## src/rtl/restoring_divider.sv

```systemverilog
// Sequential unsigned restoring divider, one quotient bit per clock, start/done handshake.
// Optional DIV_ZERO_DETECT_EN: a zero divisor completes in one cycle and raises div_by_zero.
module restoring_divider #(
  parameter int unsigned WIDTH = 4
) (
  input  logic             clk,
  input  logic             rst_n,
  input  logic             start,
  input  logic [WIDTH-1:0] dividend,
  input  logic [WIDTH-1:0] divisor,
  output logic             busy,
  output logic             done,
  output logic [WIDTH-1:0] quotient,
  output logic [WIDTH-1:0] remainder,
  output logic             div_by_zero
);

  localparam int unsigned CntW = $clog2(WIDTH + 1);

  typedef enum logic [1:0] {StIdle, StRun, StDone} state_e;

  state_e            state_q, state_d;
  logic [WIDTH-1:0]  q_q, d_q;
  logic [WIDTH:0]    r_q;
  logic [CntW-1:0]   cnt_q;
  logic [WIDTH-1:0]  quotient_q, remainder_q;
  logic              dbz_q;

  logic              accept, zero_fast, last_iter;
  logic [WIDTH:0]    r_shift, trial, r_iter;
  logic [WIDTH-1:0]  q_iter;

`ifdef DIV_ZERO_DETECT_EN
  assign zero_fast = (divisor == '0);
`else
  assign zero_fast = 1'b0;
`endif

  assign accept    = start && (state_q != StRun);
  assign last_iter = (state_q == StRun) && (cnt_q == CntW'(1));

  // One restoring step: shift {R,Q} left, keep the trial difference only when it did not borrow.
  always_comb begin
    r_shift = {r_q[WIDTH-1:0], q_q[WIDTH-1]};
    trial   = r_shift - {1'b0, d_q};
    if (!trial[WIDTH]) begin
      r_iter = trial;
      q_iter = {q_q[WIDTH-2:0], 1'b1};
    end else begin
      r_iter = r_shift;
      q_iter = {q_q[WIDTH-2:0], 1'b0};
    end
  end

  always_ff @(posedge clk or negedge rst_n) begin
    if (!rst_n) begin
      state_q <= StIdle;
    end else begin
      state_q <= state_d;
    end
  end

  always_comb begin
    state_d = state_q;
    unique case (state_q)
      StIdle: if (start) state_d = zero_fast ? StDone : StRun;
      StRun:  if (last_iter) state_d = StDone;
      StDone: begin
        if (start) state_d = zero_fast ? StDone : StRun;
        else       state_d = StIdle;
      end
      default: state_d = StIdle;
    endcase
  end

  always_comb begin
    busy = (state_q == StRun);
    done = (state_q == StDone);
  end

  always_ff @(posedge clk or negedge rst_n) begin
    if (!rst_n) begin
      q_q         <= '0;
      d_q         <= '0;
      r_q         <= '0;
      cnt_q       <= '0;
      quotient_q  <= '0;
      remainder_q <= '0;
      dbz_q       <= 1'b0;
    end else if (accept) begin
      q_q   <= dividend;
      d_q   <= divisor;
      r_q   <= '0;
      cnt_q <= CntW'(WIDTH);
      if (zero_fast) begin
        quotient_q  <= '1;
        remainder_q <= dividend;
        dbz_q       <= 1'b1;
      end
    end else if (state_q == StRun) begin
      q_q   <= q_iter;
      r_q   <= r_iter;
      cnt_q <= cnt_q - CntW'(1);
      if (last_iter) begin
        quotient_q  <= q_iter;
        remainder_q <= r_iter[WIDTH-1:0];
        dbz_q       <= 1'b0;
      end
    end
  end

  assign quotient    = quotient_q;
  assign remainder   = remainder_q;
  assign div_by_zero = dbz_q;

endmodule
```

## config.mk

```make
export PLATFORM = sky130hd
export DESIGN_NAME = restoring_divider
export DESIGN_NICKNAME = d
export VERILOG_FILES = /design/src/rtl/restoring_divider.sv
export SDC_FILE = /design/constraint.sdc
export NUM_CORES = 1
export LEC_CHECK = 0
export BUFFER_PORTS_ARGS = -buffer_cell sky130_fd_sc_hd__buf_2
export CAP_MARGIN = 20
export CORE_UTILIZATION = 55
export DETAILED_ROUTE_END_ITERATION = 12
export PLACE_DENSITY = 0.85
export SYNTH_ARGS = -nofsm -noshare
export SYNTH_HDL_FRONTEND = slang
export SYNTH_SLANG_ARGS = --single-unit
```

## constraint.sdc

```tcl
create_clock -name clk -period 3.5 [get_ports clk]
set_clock_uncertainty 0.2 [all_clocks]
set_input_delay 0.35 -clock clk [delete_from_list [all_inputs] [get_ports clk]]
set_output_delay 0.35 -clock clk [all_outputs]
set_load 0.01 [all_outputs]
```

==> run metrics <==
global placer's final weighted congestion=0.855; final routed wire length divided by cell count=13.8 um; start-to-end type of the worst setup path=reg2reg; Core Box Area=2020 sq um; cell taking the most area after synthesis=sky130_fd_sc_hd__dfrtp_1; wire length after detailed routing=2330 um; Mapped Nets=139; RSZ-0062 raised after global routing=false; hpwl dp=1760 um; number of primary I/O pins=22; ANT cells=0; yosys warns=0; Die Area=2390 sq um; NumNets Final=160; final instance area=1360 sq um; max-capacitance violation count=0; Layout area overhead=12.3%; global-route usage over all layers=0.234; latest clock arrival within the worst-skew pair=0.32 ns; CTS buffer count=3; Most used DFF post-synth=sky130_fd_sc_hd__dfrtp_1; hold_ws=0.0632 ns; Detail Route Antenna Nets=0; grt total ovfl=0; peak per-stage delay on the critical path=0.40 ns; Max H-tree Level=1; largest fanout on the critical path=6; sequential-to-total area share from yosys stat=0.518; Port Buf Inserts=20; achievable clock frequency=384 MHz; final setup fails=0; count of cell types in the netlist=23; cell breakdown of the critical path=inv_1, ha_1, fa_1, nand2b_1, a21oi_2, xor2_2, mux2_2, o21ai_0; drt pass-1 iters=4; worst path arrival time=2.63 ns; buffer depth of the longest clock path=2; Clock Tree Root=sky130_fd_sc_hd__clkbuf_4; site row count=16; via count=882; first-pass GRT wire length=4240 um; slowest stage cell, crit path=sky130_fd_sc_hd__fa_1; mean instance size in the synthesized netlist=9.99 sq um; power consumption=0.00135 W; Reg clk slew, reported paths=0.15 ns; combined area of all synthesized cells=1210 sq um; initial antenna violation count=0; number of remaining DRC errors=0; headroom to the max-slew limit=0.625; outcome=completed; maximum number of pins on one net before global-route repair=26; path category of the worst min-delay check=in2reg; Peak supply drop=0.681 mV; fraction of synthesis flops using an asynchronous set or reset pin=1.00; WP data required=3.53 ns; type of element capturing the critical path=register; initial drt markers=18; total power divided by cell area=997 nW/um^2; most used standard cells in the synthesized netlist=sky130_fd_sc_hd__dfrtp_1, sky130_fd_sc_hd__nand2_1, sky130_fd_sc_hd__o21ai_0; Hold Violations, Final=0; clk sinks=25; die height=48.9 um; Post-synth EDFFs=0; instance count of the mapped netlist=121; post-route fraction of the period consumed by the critical path=0.744; leakage dissipation=0.702 nW; fraction of the core area covered by cells at the end of the flow=0.671; clock tree from TritonCTS=done; number of global-route vias before repair=959; slew at the pin with the worst max-slew slack=0.563 ns; total of flip-flops plus latches after synthesis=25; initial standard-cell utilization of the core=0.598; post-detailed-route via-to-cell ratio=5.25; area of placed instances=1320 sq um; main area contributors after synthesis=sky130_fd_sc_hd__dfrtp_1, sky130_fd_sc_hd__nand2_1, sky130_fd_sc_hd__ha_1; number of pins with negative max-slew slack in the final report=0; sum of negative setup slack=0 ns; shortest clock period the worst path allows after layout=2.60 ns; kind of launch point of the worst setup path=register; share of final-layout standard cells stronger than drive strength 1=0.227; Horiz. Die Dim=48.9 um; portion of synthesized cell area occupied by the leading cell type=0.518
-- through the flow --
stage          worst slack, ns  std cells
4_1_cts                  0.890        168
3_3_place_gp              1.10        163
6_report                 0.895        168
2_1_floorplan             1.18        121
5_1_grt                  0.727        168
3_5_place_dp             0.945        163
-- metal layers --
layer	part of all wire	global-route usage
met4	0.016	0.0686
met1	0.44	0.292
met2	0.52	0.417
met5	0	0
met3	0.020	0.0374
-- flip-flops by register name, summed over array words and instances, names as in the netlist --
name and cells:
d_q 4, state_q 2, remainder 4, r_q 4, quotient 4, q_q 4
cnt_q 3
-- layout by cell type, fill, tap and decap left out, drive strengths merged, types with 2 or more instances in the layout --
cell type / n
xor2: 2
a21oi: 2
o21ai: 15
nand2: 25
mux2: 6
clkbuf: 3
mux2i: 6
nand3: 4
nand2b: 2
nor2: 6
nor2b: 2
buf: 20
inv: 10
dfrtp: 25
ha: 6
-- area by class of cell --
class	count	area, sq um
Sequential cell	25	626
Tap cell	27	33.8
Inverter	10	37.5
Multi-Input combinational cell	81	523
Fill cell	169	664
Timing Repair Buffer	21	110
Clock inverter	1	5.00
Clock buffer	3	22.5
-- power by group --
part / switching [W] / total, W / internal, W
registers: 0.0000891 / 0.000516 / 0.000427
clock network: 0.0000882 / 0.000131 / 0.0000427
logic: 0.000404 / 0.000706 / 0.000303
-- worst paths after layout --
| kind | from | to | slack, ns | cells after the start |
|---|---|---|---|---|
| worst max register to register | q_q[3] | remainder[1] | 0.90 | 8 |
| max in group asynchronous | rst_n | cnt_q[1] | 2.38 | 2 |
| worst max-delay path | q_q[3] | remainder[1] | 0.90 | 8 |
| worst min register to register | quotient[1] | quotient[1] | 0.29 | 2 |
| worst min-delay path | divisor[3] | d_q[3] | 0.06 | 2 |
| min in group asynchronous | rst_n | r_q[2] | 0.33 | 2 |
-- what timing repair did --
action,4_1_cts,5_1_grt
hold buffers,1,0
hold endpoints to repair,25,0
setup buffers,0,0
resized for setup,0,0
-- worst max-delay path: cells and delay by family, from the launching register on --
kind / cells / cell delay, ns
muxes: 1 / 0.39
DFF: 1 / 0.39
xor gates and xnor gates: 1 / 0.33
and+or+nand+nor: 1 / 0.17
AOI/OAI and AO/OA: 2 / 0.32
adders and majority gates: 2 / 0.63
buffers and inverters: 1 / 0.07
-- cells by family (layout without fill, tap and decap cells) --
kind of cell | count (synthesis) | after routing | share of synthesized area
xor gates and xnor gates | 3 | 3 | 0.0280
DFF | 25 | 25 | 0.518
and+or+nand+nor | 39 | 39 | 0.134
AOI/OAI and AO/OA | 19 | 19 | 0.0839
other | 1 | 1 | 0.00310
buffers and inverters | 15 | 35 | 0.0497
muxes | 12 | 12 | 0.106
adders and majority gates | 7 | 7 | 0.0787
Power figures use the tool's default switching activity.
